**src/rtl/hls_main_mul_pkg.sv**
```systemverilog
// Shared widths, rounding/saturation constants and stage-record layout for the
// hls_main unsigned x signed multiply-accumulate pipeline.
package hls_main_mul_pkg;

    // Stage-1 record, LSB first: valid, in_last, in_acc, din1, din0
    localparam int REC_VALID    = 0;
    localparam int REC_LAST     = 1;
    localparam int REC_ACC      = 2;
    localparam int REC_DIN1_LSB = 3;

    function automatic int rec_width(input int w0, input int w1);
        return w0 + w1 + 3;
    endfunction

    // Unsigned operand gains a zero sign bit before the signed multiply.
    function automatic int prod_width(input int w0, input int w1);
        return w0 + w1 + 1;
    endfunction

    function automatic longint round_const(input int shift);
        if (shift > 0)
            return 64'sd1 <<< (shift - 1);
        else
            return 64'sd0;
    endfunction

    function automatic longint sat_max(input int w);
        return (64'sd1 <<< (w - 1)) - 64'sd1;
    endfunction

    function automatic longint sat_min(input int w);
        return -(64'sd1 <<< (w - 1));
    endfunction

endpackage

```
**src/rtl/hls_main_mul_mac_limit.sv**
```systemverilog
// Combinational round-half-up, arithmetic shift and output limiting.
// HLS_MAIN_MUL_SAT_EN selects clamping with overflow flag; otherwise two's-complement wrap.
module hls_main_mul_mac_limit
    import hls_main_mul_pkg::*;
#(
    parameter int ACC_WIDTH  = 32,
    parameter int DOUT_WIDTH = 16,
    parameter int SHIFT      = 0
) (
    input  logic [ACC_WIDTH-1:0]  acc_i,
    output logic [DOUT_WIDTH-1:0] dout_o,
    output logic                  ovf_o
);
    // One extra bit keeps the rounding add from wrapping.
    localparam int RW = ACC_WIDTH + 1;
    localparam logic signed [RW-1:0] RND = RW'(round_const(SHIFT));

    logic signed [RW-1:0] sum;
    logic signed [RW-1:0] r;

    assign sum = RW'($signed(acc_i)) + RND;
    assign r   = sum >>> SHIFT;

`ifdef HLS_MAIN_MUL_SAT_EN
    localparam logic signed [RW-1:0] MAXV = RW'(sat_max(DOUT_WIDTH));
    localparam logic signed [RW-1:0] MINV = RW'(sat_min(DOUT_WIDTH));

    always_comb begin
        dout_o = r[DOUT_WIDTH-1:0];
        ovf_o  = 1'b0;
        if (r > MAXV) begin
            dout_o = MAXV[DOUT_WIDTH-1:0];
            ovf_o  = 1'b1;
        end else if (r < MINV) begin
            dout_o = MINV[DOUT_WIDTH-1:0];
            ovf_o  = 1'b1;
        end
    end
`else
    logic unused_r_hi;

    assign dout_o      = r[DOUT_WIDTH-1:0];
    assign ovf_o       = 1'b0;
    assign unused_r_hi = ^r[RW-1:DOUT_WIDTH];
`endif

endmodule

```
**src/rtl/hls_main_mul_mac_pipe.sv**
```systemverilog
// Pipelined unsigned x signed multiply-accumulate with valid/ready flow control.
// Optional output saturation is enabled by defining HLS_MAIN_MUL_SAT_EN.
module hls_main_mul_mac_pipe
    import hls_main_mul_pkg::*;
#(
    parameter int DIN0_WIDTH = 8,
    parameter int DIN1_WIDTH = 16,
    parameter int DOUT_WIDTH = 16,
    parameter int ACC_WIDTH  = 32,
    parameter int SHIFT      = 0,
    parameter int NUM_STAGE  = 3
) (
    input  logic                  ap_clk,
    input  logic                  ap_rst_n,
    input  logic                  in_valid,
    output logic                  in_ready,
    input  logic [DIN0_WIDTH-1:0] din0,
    input  logic [DIN1_WIDTH-1:0] din1,
    input  logic                  in_acc,
    input  logic                  in_last,
    output logic                  out_valid,
    input  logic                  out_ready,
    output logic [DOUT_WIDTH-1:0] dout,
    output logic                  out_ovf
);
    localparam int PW = prod_width(DIN0_WIDTH, DIN1_WIDTH);
    localparam int RW = rec_width(DIN0_WIDTH, DIN1_WIDTH);

    // Handshake: a beat moves when in_valid && in_ready; the whole pipe advances
    // together whenever the output register is empty or being consumed, so
    // in_ready mirrors that advance and a stalled output freezes every stage.
    logic advance;
    logic out_valid_q;
    assign advance  = !out_valid_q || out_ready;
    assign in_ready = advance;

    logic [RW-1:0] s1_q;
    always_ff @(posedge ap_clk or negedge ap_rst_n) begin
        if (!ap_rst_n)
            s1_q <= '0;
        else if (advance)
            s1_q <= {din0, din1, in_acc, in_last, in_valid};
    end

    logic signed [PW-1:0] s1_prod;
    logic [DIN0_WIDTH-1:0] s1_din0;
    logic [DIN1_WIDTH-1:0] s1_din1;
    assign s1_din0 = s1_q[RW-1 -: DIN0_WIDTH];
    assign s1_din1 = s1_q[REC_DIN1_LSB +: DIN1_WIDTH];
    assign s1_prod = PW'($signed({1'b0, s1_din0})) * PW'($signed(s1_din1));

    logic signed [PW-1:0] fin_p;
    logic                 fin_valid;
    logic                 fin_acc;
    logic                 fin_last;

    generate
        if (NUM_STAGE > 2) begin : g_prod_pipe
            // Product stages exist so synthesis can retime the multiply into them.
            logic signed [PW-1:0] pp_q [NUM_STAGE-2];
            logic [2:0]           pf_q [NUM_STAGE-2];

            always_ff @(posedge ap_clk or negedge ap_rst_n) begin
                if (!ap_rst_n) begin
                    for (int i = 0; i < NUM_STAGE - 2; i++) begin
                        pp_q[i] <= '0;
                        pf_q[i] <= '0;
                    end
                end else if (advance) begin
                    pp_q[0] <= s1_prod;
                    pf_q[0] <= {s1_q[REC_ACC], s1_q[REC_LAST], s1_q[REC_VALID]};
                    for (int i = 1; i < NUM_STAGE - 2; i++) begin
                        pp_q[i] <= pp_q[i-1];
                        pf_q[i] <= pf_q[i-1];
                    end
                end
            end

            assign fin_p     = pp_q[NUM_STAGE-3];
            assign fin_valid = pf_q[NUM_STAGE-3][0];
            assign fin_last  = pf_q[NUM_STAGE-3][1];
            assign fin_acc   = pf_q[NUM_STAGE-3][2];
        end else begin : g_prod_comb
            assign fin_p     = s1_prod;
            assign fin_valid = s1_q[REC_VALID];
            assign fin_last  = s1_q[REC_LAST];
            assign fin_acc   = s1_q[REC_ACC];
        end
    endgenerate

    logic [ACC_WIDTH-1:0]  acc_q;
    logic [ACC_WIDTH-1:0]  acc_d;
    logic [ACC_WIDTH-1:0]  p_ext;
    logic [DOUT_WIDTH-1:0] lim_dout;
    logic                  lim_ovf;
    logic [DOUT_WIDTH-1:0] dout_q;
    logic                  ovf_q;

    assign p_ext = ACC_WIDTH'(fin_p);
    assign acc_d = fin_acc ? acc_q + p_ext : p_ext;

    hls_main_mul_mac_limit #(
        .ACC_WIDTH (ACC_WIDTH),
        .DOUT_WIDTH(DOUT_WIDTH),
        .SHIFT     (SHIFT)
    ) u_limit (
        .acc_i (acc_d),
        .dout_o(lim_dout),
        .ovf_o (lim_ovf)
    );

    // Non-last beats update acc silently; dout keeps the last emitted result.
    always_ff @(posedge ap_clk or negedge ap_rst_n) begin
        if (!ap_rst_n) begin
            acc_q       <= '0;
            out_valid_q <= 1'b0;
            dout_q      <= '0;
            ovf_q       <= 1'b0;
        end else if (advance) begin
            out_valid_q <= fin_valid && fin_last;
            if (fin_valid) begin
                acc_q <= acc_d;
                if (fin_last) begin
                    dout_q <= lim_dout;
                    ovf_q  <= lim_ovf;
                end
            end
        end
    end

    assign out_valid = out_valid_q;
    assign dout      = dout_q;
    assign out_ovf   = ovf_q;

endmodule

```
**config.mk**
```make
export PLATFORM = sky130hd
export DESIGN_NAME = hls_main_mul_mac_pipe
export DESIGN_NICKNAME = d
export VERILOG_FILES = /design/src/rtl/hls_main_mul_pkg.sv /design/src/rtl/hls_main_mul_mac_limit.sv /design/src/rtl/hls_main_mul_mac_pipe.sv
export SDC_FILE = /design/constraint.sdc
export NUM_CORES = 1
export LEC_CHECK = 0
export BUFFER_PORTS_ARGS = -buffer_cell sky130_fd_sc_hd__buf_2
export CAP_MARGIN = 5
export CORE_ASPECT_RATIO = 1.25
export CORE_MARGIN = 5
export CORE_UTILIZATION = 33
export DETAILED_ROUTE_END_ITERATION = 7
export GPL_ROUTABILITY_DRIVEN = 0
export MAX_ROUTING_LAYER = met4
export PLACE_DENSITY_LB_ADDON = 0.12
export SLEW_MARGIN = 20
export SYNTH_ARGS = -nofsm -noshare
export SYNTH_HDL_FRONTEND = slang
export SYNTH_HIERARCHICAL = 1
export SYNTH_SLANG_ARGS = --single-unit
```
**constraint.sdc**
```tcl
create_clock -name ap_clk -period 6.85 [get_ports ap_clk]
set_input_delay 1.37 -clock ap_clk [delete_from_list [all_inputs] [get_ports ap_clk]]
set_output_delay 1.37 -clock ap_clk [all_outputs]
set_load 0.02 [all_outputs]
```
**Yosys cells after proc, flatten, opt, wreduce, memory -nomap -nowiden**

Cells that the tools add are included.

- Bits in registers: 104
- Input port bits: 30
- Output and inout bits: 19
- Word-level logic and storage cells: 14

- Add/subtract/negate cells: 1
- Multiply operators: 1
- Multiplexer cells: 1
- Reductions and logical operators: 5

Operators by type and width:

| kind | number |
|---|---|
| adder 32 bit | 1 |
| 2-to-1 mux 32 bit | 1 |
| multiplier 9 x 16 -> 25 bit | 1 |
| AND reduction 3 bit | 1 |
| AND reduction 2 bit | 1 |
| logical AND 1 bit | 1 |
| zero test 1 bit | 1 |
| logical OR 1 bit | 1 |

**Longest topological paths before layout**

Gate-level depths: netlist (run 1).

- Depth after elaboration: 3
- Gate-level depth with buffers: 20
- Gate-level depth less buffers: 18

**Modules after synthesis**

Netlist (run 1), hierarchy kept.

Modules (own cells, without submodules):

| module | instances | cells each | area each (um^2) |
|---|---|---|---|
| hls_main_mul_mac_pipe | 1 | 1,166 | 10,387.5 |
| hls_main_mul_mac_limit | 1 | 18 | 131.4 |

**Worst setup path before layout (run 1)**

Ideal clock, no wire load.

- Path type: register -> register
- From: register s1_q[21]
- To: register g_prod_pipe.pp_q, in the netlist fin_p[22]
- Arrival: 5.270 ns
- Data required time: 6.724 ns
- Slack: 1.454 ns
- Stages on the path, launching flop included: 22
- Cells stage by stage: dfrtp_1 clkbuf_1 clkbuf_1 nand2_1 fa_1 inv_1 fa_1 inv_1 fa_1 fa_1 inv_1 ha_1 inv_1 o21bai_1 a2111oi_2 o21ai_1 a2111o_1 a221oi_1 o21bai_1 a21o_1 mux2i_1 nand2_1

- Word-level cells in the longest chain between the ends: 1

RTL lines:

| what | line | source |
|---|---|---|
| start, declared | hls_main_mul_mac_pipe.sv:37 | `logic [RW-1:0] s1_q;` |
| start signal, assigned | hls_main_mul_mac_pipe.sv:42 | `s1_q <= {din0, din1, in_acc, in_last, in_valid};` |
| multiplier 9 x 16 -> 25 bit | hls_main_mul_mac_pipe.sv:50 | `assign s1_prod = PW'($signed({1'b0, s1_din0})) * PW'($signed(s1_din1));` |
| end signal, assigned by index | hls_main_mul_mac_pipe.sv:73 | `pp_q[i] <= pp_q[i-1];` |
| end, declared | hls_main_mul_mac_pipe.sv:60 | `logic signed [PW-1:0] pp_q [NUM_STAGE-2];` |

No other way between the ends.
A chain may end at the register's enable or synchronous reset.

**Worst setup path in the final report (run 1)**

- From: register s1_q[21]
- To: register g_prod_pipe.pp_q, in the netlist fin_p[15]

The elaborated chain is that of the path after synthesis.

==> impl.org, run 1 <==
** Run status
- The run finished with clean final reports.

** Place
- Including well taps, the total number of placed cells is roughly 1000.
- Port bufs :: 48
- Detailed placement finished with a half-perimeter wire length of around 12000 microns.

** STA
- The routed design could run at a clock period as short as around 4.8 ns.
- Fmax achieved :: roughly 210 MHz
- Worst hold slack :: 0.4694 ns
- Post-route setup TNS :: 0 ns
- Slew at the pin closest to its max-slew limit :: between 0.8 and 0.9 ns
- RSZ-0062 raised after global routing :: no
- # setup viols final :: 0
- Measured against its own limit, the worst slew margin works out to 0.4252.
- Hold Violations, Final :: 0
- Post-route clock period utilization :: 0.7074
- For the final database, setup skew stands at about 0.0084 ns.
- The final max-slew violation count came to 0.

** Floorplanning
- Cell row count :: 59
- The die covers between 0.02 and 0.025 sq mm.
- For this configuration, the core starts out at a cell density of 0.3339.
- Core box area :: a little over 0.02 sq mm
- Die height :: around 170 microns
- Chip Width :: ~140 microns
- Total I/O pin count :: 49

** Route
- For this block, the routed nets add up to around 16000 microns of wire.
- Antenna Nets Post-Route :: 0
- The pre-antenna-repair detailed-routing pass consisted of 4 iterations.
- In the final routed layout, each cell accounts on average for approximately 15 microns.
- After the first detailed-routing iteration, the DRC count stood at approximately 160.
- Vias per inst :: about 4.6
- DRC :: 0
- For this block, the via count after detailed routing is approximately 4800.

** Yosys
- Gate count after technology mapping :: about 770
- Synthesis warning total :: 6
- Mean Syn Cell Area :: 8.959 sq um
- In this run the cell area of the synthesized design comes to between 0.006 and 0.007 sq mm.
- Counting every net in the synthesized netlist gives roughly 900.

** Clock tree
- Library cell used as clock root buffer :: clkbuf_16
- H-Tree Level Count :: 3
- Post-CTS setup repair buffer count :: 0
- Clock Latency Late Sink :: 0.34 ns
- Total CTS buffers :: 9
- Number of sinks on the clock net :: 80
- In this run, post-CTS hold repair placed 0 buffers.
- The longest clock path from root to sink contains 2 buffers.
- Clock-pin slew on the worst setup and hold paths :: roughly 0.060 ns
- TritonCTS built the clock tree.
- Post-cts gate resize count :: 0

** Worst setup path
- Delay contributed by the slowest stage of the critical path :: roughly 0.66 ns
- The setup path with the least slack is of type reg2reg.
- Critical path arrival :: roughly 5.1 ns
- Library cell contributing the largest single delay on the critical path :: dfrtp_1
- STA classifies the critical path endpoint as a flop.
- Critical Path RT :: between 7 and 8 ns
- Cells traversed along the worst timing path :: nand2_1 -> fa_1 -> inv_1 -> fa_1 -> fa_1 -> inv_1 -> fa_1 -> inv_1 -> ha_1 -> and4_1 -> a2111o_1 -> o31a_1 -> or3_1 -> nand2_1 -> a21oi_1
- STA classifies the critical path startpoint as a flop.
- In this design, the critical path's most frequently occurring cell is fa_1.
- Together, buffers and inverters on the worst path number 3.
- On the critical path the largest part of the delay comes from adder cells.
- Of all nets on the critical path, the largest fanout is 15.

** Cells and area
- Nets :: slightly above 900
- Fillers :: about 2100
- Number of antenna diodes :: 0
- Layout cells sized above 1 :: 0.1359
- For this run, the number of standard cells in the final layout without fillers is between 1000 and 1500.
- The area growth from synthesis to layout is 9.322%.

** Global route
- Met1 track demand over resource :: 0.1678
- Antenna violations before repair :: 0
- For this run, global-route usage on met2 was measured as 0.2453.
- The first global-routing pass estimated around 26000 microns of wire.
- Number of global-route vias before repair :: a little over 5000
- Gr ovfl total :: 0
- Maximum number of pins on one net before global-route repair :: a little over 80
- In the global route stage, met3 resource usage came out at 0.02407.
- Layer carrying the most global-route usage :: met2
- Gr usage total :: 0.1390

** Worst hold path
- The path class of the tightest hold or removal check is reg2reg.

** Job
- Number of max-cap violations :: 0
==> metal layers <==
layer,up-vias,part of all wire
met5,-,0
met4,0,0.015
met3,14,0.030
met2,68,0.53
met1,2397,0.43
li1,2359,-
==> path summary, 6_finish.rpt <==
path,endpoint,start,slack (ns),cells after the start
min in group asynchronous,out_ovf,ap_rst_n,1.07,1
hold / removal,s1_q[2],s1_q[2],0.47,2
setup / recovery,fin_p[15],s1_q[21],2.00,15
max in group asynchronous,s1_q[15],ap_rst_n,5.24,1
setup reg to reg,fin_p[15],s1_q[21],2.00,15
hold reg to reg,s1_q[2],s1_q[2],0.47,2
==> cell type report <==
type | count | area, sq um | share of cell area
Sequential cell | 80 | 2002 | 0.2644
Timing Repair Buffer | 50 | 261.5 | 0.03454
Inverter | 101 | 379.1 | 0.05007
Clock buffer | 9 | 225.2 | 0.02975
Clock inverter | 7 | 101.3 | 0.01339
Tap cell | 274 | 342.8 | 0.04528
Multi-Input combinational cell | 533 | 4259 | 0.5626
==> tightest hold or removal path, stage by stage (launching register included) <==
cell	delay, ns
dfrtp_1	0.34
nand2_1	0.05
nand2_1	0.05
==> flip-flops by register name (all words and copies together) (netlist names) <==
name / count
s1_q: 27
acc_q: 16
dout: 16
fin_p: 16
g_prod_pipe.pf_q: 3
out_ovf: 1
out_valid: 1
==> cells in the final DEF (no fill, tap or decap), types with 2 or more instances in the layout <==
master and n:
o21ai_1 2, o21ai_0 14, buf_2 47, o21bai_1 5, nand3_1 8, xor2_1 11, inv_1 100, ha_1 49
a21oi_1 22, and2_1 61, a21o_1 5, fa_1 67, nor2b_1 3, xnor2_1 10, mux2_2 33, buf_4 2
a2111oi_2 3, clkbuf_16 9, a211oi_1 3, inv_6 3, bufinv_16 2, clkinvlp_4 2, dfrtp_1 80, a21oi_2 2
and4_1 2, o21a_1 5, nand2_1 196, nor2_1 20
==> through the flow <==
stage | cell area [sq um] | worst slack, ns | util
final | 7571 | 2.004 | 0.3650
after global routing | 7571 | 1.682 | 0.3650
after CTS | 7567 | 1.960 | 0.3648
after detailed placement | 7241 | 2.001 | 0.3491
after global placement | 7241 | 2.076 | 0.3491
after floorplan | 6925 | 2.105 | -
Power of run 1 is not shown: default switching activity piles up to over one toggle a cycle in this logic, so the estimate is an artifact.
==> inputs of run 2 (changes only) <==
Clock period 6.85 ns to 4.9 ns, I/O delays scaled along.
==> run 2 against run 1 <==
Compared with the run above: register-to-register slack worse by 1.8 ns; die area is the same; non-clock buffer count up 14; fmax is 3.2% higher; via count rose by 1.1%; flip-flop and latch count did not move; highest routed layer unchanged; routed wire length increased by 2.1%; setup slack worse by 1.8 ns; hold slack hardly changed; global-route usage increased by 0.44 points; first-iteration DRC count down 4.9%; utilization up 0.21 points; critical endpoint unchanged.
==> impl.org, run 2 (synthesis gave the netlist of run 1 again) <==
** Route
- The overall routed net length is 15850 microns (+2.1%).
- Average detailed-routed wire length per instance :: 14.85 microns (+0.90%)
- The total iterations of the first detailed-routing run is 4 (unchanged).
- The ratio of routed vias to standard cells is 4.583 (-0.16%).
- The iteration-0 DRC count of the detailed router is 155 (-4.9%).
- Vias :: 4890 (+1.1%)
- DRC :: 0 (unchanged)
- The number of nets still failing antenna checks after routing is 0 (unchanged).

** Cells and area
- The number of fill cells is 2176 (+2.8%).
- Ranked by flip-flop count, first place goes to s1_q.
- Layout cells sized above 1 :: 0.1602 (+0.02425)
- Leaving out fill and tap cells, the most frequent cell in the layout is nand2_1.
- The count of inserted antenna diode cells is 0 (unchanged).
- Most frequent cells in the layout :: 196 x nand2_1, 100 x inv_1, 71 x dfrtp_1, 67 x fa_1, 61 x and2_1
- Relative area change from synthesis to final layout :: 9.937%
- Flip-flop count of the largest register, all copies and words added :: 27 (unchanged)
- The final net count is 935 (+1.5%).

** Clock tree
- The clock transition at the registers of the reported paths was 0.06 ns (about the same).
- The root buffer cell chosen for the clock tree is clkbuf_16.
- Number of sinks on the clock net :: 80 (unchanged)
- H-Tree Level Count :: 3 (unchanged)
- Total CTS buffers :: 9 (unchanged)
- TritonCTS built the clock tree.
- Clock Latency Late Sink :: 0.34 ns (about the same)
- Largest buffer count on any clock path :: 2 (unchanged)
- The hold buffer count at cts is 0 (unchanged).

** Floorplanning
- Total I/O pin count :: 49 (unchanged)
- The overall die area came to 0.02400 sq mm (unchanged).
- Core box area :: 0.02074 sq mm (unchanged)
- The number of placement rows is 59 (unchanged).
- The effective utilization at floorplan came to 0.3339 (unchanged).
- Chip Width :: 139.6 microns (unchanged)
- Die height :: 172.0 microns (unchanged)

** Worst setup path
- The most critical setup path has its endpoint at fin_p[15].
- The arrival time of the worst setup path came to 4.92 ns (-0.14 ns).
- Number of buffer and inverter stages on the critical path :: 2 (-1)
- The critical path data required time came to 5.12 ns (-1.94 ns).
- Destination of the worst register-to-register timing path :: fin_p[15]
- The minimum setup slack among reg-to-reg paths came to 0.21 ns (-1.80 ns).
- By startpoint and endpoint, the worst setup path is classified as reg2reg.
- Family with the most delay on the worst path :: adder cells
- Among the stages of the critical path, the cell type that occurs most often is fa_1.
- In this run the critical register-to-register path is launched from s1_q[8].
- Cells traversed along the worst timing path :: and2_1 -> fa_1 -> fa_1 -> fa_1 -> inv_1 -> fa_1 -> inv_1 -> ha_1 -> and4_1 -> a2111o_1 -> o31a_1 -> or3_1 -> nand2_1 -> a21oi_1
- STA classifies the critical path startpoint as a flop.
- In this run the worst setup path begins at s1_q[8].
- Library cell contributing the largest single delay on the critical path :: fa_1
- Crit end category :: flop
- The number of cells on the critical path was 14 (-1).
- The count of cells along the worst register-to-register path came to 14 (-1).
- The top fanout value on the critical path came to 6 (-9).
- Delay contributed by the slowest stage of the critical path :: 0.55 ns (-0.11 ns)

** Worst hold path
- Worst min-delay path category :: reg2reg
- The cell depth of the worst min-delay path came to 2 (unchanged).

** STA
- The worst hold margin came to 0.4694 ns (-0.00002300 ns).
- The maximum clock rate is 213.0 MHz (+3.2%).
- Hold Violations, Final :: 0 (unchanged)
- The share of the cycle needed by the critical path after routing came to 0.9581 (+0.2507).
- RSZ-0062 raised after global routing :: no
- Final Max Tran Viols :: 0 (unchanged)
- The actual slew at the worst max-slew pin was 0.8446 ns (-0.01756 ns).
- Worst slew margin relative to its limit :: 0.4369 (+0.01171)
- The post-route clock skew is 0.007309 ns (-0.001103 ns).
- # setup viols final :: 0 (unchanged)
- The total negative slack was 0 ns (unchanged).
- The minimum clock period was 4.694 ns (-0.1512 ns).

** Place
- DP HPWL :: 12490 microns (+2.5%)
- The count of input and output buffers is 48 (unchanged).

** Global route
- Gr ovfl total :: 0 (unchanged)
- The maximum number of pins on one net before global-route repair came to 54 (-33%).
- The number of global-route vias before repair was 5308 (+3.9%).
- The initial antenna violation count was 0 (unchanged).
- The total routing usage reported by global routing was 0.1434 (+0.004408).
- First-pass GRT wire length :: 26920 microns (+2.5%)

** Run status
- Status :: complete, no violations

** Job
- The count of maximum capacitance violations was 0 (unchanged).
[run 2: changes by cell type in the layout (fill, tap and decap cells not counted), sizes merged]
cell	delta
buf	+14
bufinv	-2
clkinv	+3
clkbuf	+2
inv	-3
clkinvlp	-1
[run 2: how the worst min path moves through the flow]
stage / endpoint / startpoint / slack [ns]
2_1_floorplan: g_prod_pipe.pf_q[1] / g_prod_pipe.pf_q[1] / 0.44
4_1_cts: g_prod_pipe.pf_q[1] / s1_q[1] / 0.47
6_report: g_prod_pipe.pf_q[1] / s1_q[1] / 0.47
3_5_place_dp: g_prod_pipe.pf_q[1] / s1_q[1] / 0.46
3_3_place_gp: s1_q[0] / s1_q[0] / 0.45
5_1_grt: s1_q[2] / s1_q[2] / 0.50
[run 2: layer usage]
layer | vias to the layer above | track usage | wire length [microns]
met1 | 2423 | 0.1691 | 6734
met5 | - | - | 0
met3 | 14 | 0.02434 | 506
li1 | 2383 | - | -
met2 | 70 | 0.2547 | 8393
met4 | 0 | 0.03961 | 211
[run 2: worst min-delay path, delay by kind of cell (launching register included)]
| family | cells | cell delay (ns) |
|---|---|---|
| flip-flops | 1 | 0.34 |
| AND/OR/NAND/NOR | 2 | 0.10 |
[run 2: repair_timing]
item / CTS / global route
endpoints found under the setup margin: 0 / 4
buffers inserted: 0 / 4
hold endpoints to repair: 0 / 0
resized for setup: 0 / 10
[run 2: through the flow]
| stage | instance area (sq um) | instances | util | worst slack [ns] |
|---|---|---|---|---|
| final | 7614 | 1067 | 0.3670 | 0.2055 |
| after detailed placement | 7316 | 1048 | 0.3527 | 0.02757 |
| after floorplan | 6925 | 773 | - | 0.1545 |
| after global routing | 7614 | 1067 | 0.3670 | 0.009706 |
| after global placement | 7316 | 1048 | 0.3527 | 0.1196 |
| after CTS | 7571 | 1063 | 0.3650 | 0.01746 |
[run 2: area by class of cell]
class	instances	area (sq um)	area share
multi-input cells	533	4263	0.5599
clock buffers	11	232.7	0.03057
inverters	101	379.1	0.04979
repair buffers	64	360.3	0.04733
flip-flops and latches	80	2013	0.2644
well taps	274	342.8	0.04503
clock inverters	4	22.52	0.002958
Power of run 2 is left out for the same reason.
==> inputs of run 3 (changes only) <==
Settings changed: CORE_UTILIZATION 33 to 35.
==> run 3 against run 2 <==
Compared with the run above: die area is 5.3% lower; clock skew is 0.00071 ns lower; first-iteration DRC count is 13% higher; register-to-register slack hardly changed; via count is 0.47% lower; highest routed layer unchanged; critical path depth stayed put.
==> impl.org, run 3 (synthesis gave the netlist of run 1 again) <==
** Route
- The post-route met1 wirelength is 6434 microns (-4.5%).
- The met2 routed wirelength is 8127 microns (-3.2%).
- The highest metal layer carrying signal wires in the routed design is met4.
- The number of remaining DRC errors is 0 (unchanged).
- The iteration-0 DRC count of the detailed router is 175 (+13%).
- Vias :: 4867 (-0.47%)
- The wire length on met3 is 463 microns (-8.5%).
- The total iterations of the first detailed-routing run is 4 (unchanged).
- Antenna Nets Post-Route :: 0 (unchanged)
- Final Routed Wirelength :: 15290 microns (-3.5%)
- The average detailed-routed wire length per instance is 14.56 microns (-2.0%).
- Vias per inst :: 4.635 (+1.1%)

** STA
- Worst slew margin relative to its limit :: 0.4447 (+0.007778)
- Final Max Tran Viols :: 0 (unchanged)
- Slew at the pin closest to its max-slew limit :: 0.8329 ns (-0.01167 ns)
- RSZ-0062 raised after global routing :: no
- Max Clock Skew :: 0.006594 ns (-0.0007149 ns)
- The worst hold margin came to 0.4710 ns (+0.001638 ns).
- The slack of the critical path came to 0.2139 ns (+0.008375 ns).
- Post-route clock period utilization :: 0.9563 (-0.001709)
- The maximum clock rate came to 213.4 MHz (+0.18%).
- # setup viols final :: 0 (unchanged)
- The minimum clock period was 4.686 ns (-0.008375 ns).
- Hold Violations, Final :: 0 (unchanged)
- The total negative slack was 0 ns (unchanged).

** Clock tree
- The clock latency reported for the late side of the worst-skew pair came to 0.35 ns (about the same).
- Total CTS buffers :: 9 (unchanged)
- Number of sinks on the clock net :: 80 (unchanged)
- The level count of the clock H-tree was 3 (unchanged).
- Clock-pin slew on the worst setup and hold paths :: 0.06 ns (about the same)
- Library cell used as clock root buffer :: clkbuf_16
- The maximum root-to-sink buffer count came to 2 (unchanged).
- The number of buffers added for setup after CTS came to 0 (unchanged).
- TritonCTS built the clock tree.
- The hold buffer count at cts is 0 (unchanged).
- The number of cells upsized or downsized after cts was 0 (unchanged).

** Floorplanning
- The vertical extent of the die is 167.3 microns (-2.7%).
- Cell row count :: 57 (-3.4%)
- Chip Width :: 135.8 microns (-2.7%)
- Total I/O pin count :: 49 (unchanged)
- The standard cell core area is 0.01947 sq mm (-6.1%).
- Effective utilization at floorplan :: 0.3557 (+0.02184)
- The overall die area was 0.02272 sq mm (-5.3%).

** Cells and area
- The count of inserted antenna diode cells is 0 (unchanged).
- The area growth from synthesis to layout is 9.178%.
- The final net count was 927 (-0.86%).
- Layout cells sized above 1 :: 0.1529 (-0.007285)
- The flip-flop count of the largest register after layout came to 27 (unchanged).
- More flip-flops sit in one register than any other, and that register is s1_q.
- Most common library cell in the layout ignoring fill and taps :: nand2_1
- Most frequent cells in the layout :: 196 x nand2_1, 100 x inv_1, 70 x dfrtp_1, 67 x fa_1, 61 x and2_1
- The core utilization of the finished layout was 0.3883 (+0.02131).

** Global route
- First-pass GRT wire length :: 26340 microns (-2.2%)
- The total congestion overflow is 0 (unchanged).
- The initial antenna violation count is 0 (unchanged).
- Number of global-route vias before repair :: 5352 (+0.83%)
- The total routing usage reported by global routing was 0.1494 (+0.006005).
- The maximum number of pins on one net before global-route repair is 45 (-17%).

** Worst hold path
- Worst min-delay path category :: reg2reg

** Worst setup path
- Library cell contributing the largest single delay on the critical path :: fa_1
- CP dominant cell by count :: fa_1
- Cells traversed along the worst timing path :: and2_1 -> fa_1 -> fa_1 -> fa_1 -> inv_1 -> fa_1 -> inv_1 -> ha_1 -> and4_1 -> a2111o_1 -> o31a_1 -> or3_1 -> nand2_1 -> a21oi_1
- The critical path data required time came to 5.13 ns (about the same).
- Crit end category :: flop
- Sort of element at the start of the critical path :: flop
- The top fanout value on the critical path is 9 (+3).
- Delay contributed by the slowest stage of the critical path :: 0.57 ns (+0.02 ns)
- The worst setup path is of the reg2reg kind.
- The arrival time of the worst setup path came to 4.91 ns (about the same).

** Job
- The count of maximum capacitance violations came to 0 (unchanged).

** Place
- Port bufs :: 48 (unchanged)
- The worst slack after detailed placement came to 0.1767 ns (+0.1492 ns).
- DP HPWL :: 12420 microns (-0.58%)

** Run status
- Status :: complete, no violations
## run 3: changes by cell type in the layout (fill, tap and decap cells not counted), sizes merged
cell | before | now
clkbuf | 11 | 12
clkinv | 3 | 2
buf | 64 | 56
## run 3: worst paths after layout
check / start / to / slack (ns) / cells after the start
min reg2reg: s1_q[2] / s1_q[2] / 0.47 / 2
max reg2reg: s1_q[8] / fin_p[15] / 0.21 / 14
min in group asynchronous: ap_rst_n / acc_q[1] / 0.61 / 1
max in group asynchronous: ap_rst_n / s1_q[8] / 3.34 / 2
min: s1_q[2] / s1_q[2] / 0.47 / 2
max: s1_q[8] / fin_p[15] / 0.21 / 14
## run 3: layout make-up
class                           instances  area (sq um)
Timing Repair Buffer                   56         302.8
Fill cell                            2016         11910
Tap cell                              265         331.6
Multi-Input combinational cell        533          4259
Clock inverter                          3         17.52
Sequential cell                        80          2014
Inverter                              101         379.1
Clock buffer                           12         256.5
## run 3: routing by layer
layer / up-vias / global-route usage
met5: - / -
met2: 68 / 0.2641
met4: 0 / 0.04296
met1: 2402 / 0.1735
li1: 2379 / -
met3: 18 / 0.02551
## run 3: critical path, delay by kind of cell (launching register included)
kind | cells | cell delay, ns
compound gates | 3 | 0.74
fa+ha+maj | 5 | 2.46
buf+inv | 2 | 0.09
flops | 1 | 0.47
simple gates | 4 | 0.81
## run 3: through the flow
stage          cell area [sq um]  std cells
2_1_floorplan               6925        773
3_3_place_gp                7274       1035
3_5_place_dp                7274       1035
4_1_cts                     7548       1050
5_1_grt                     7561       1050
6_report                    7561       1050
Power of run 3 is left out for the same reason.
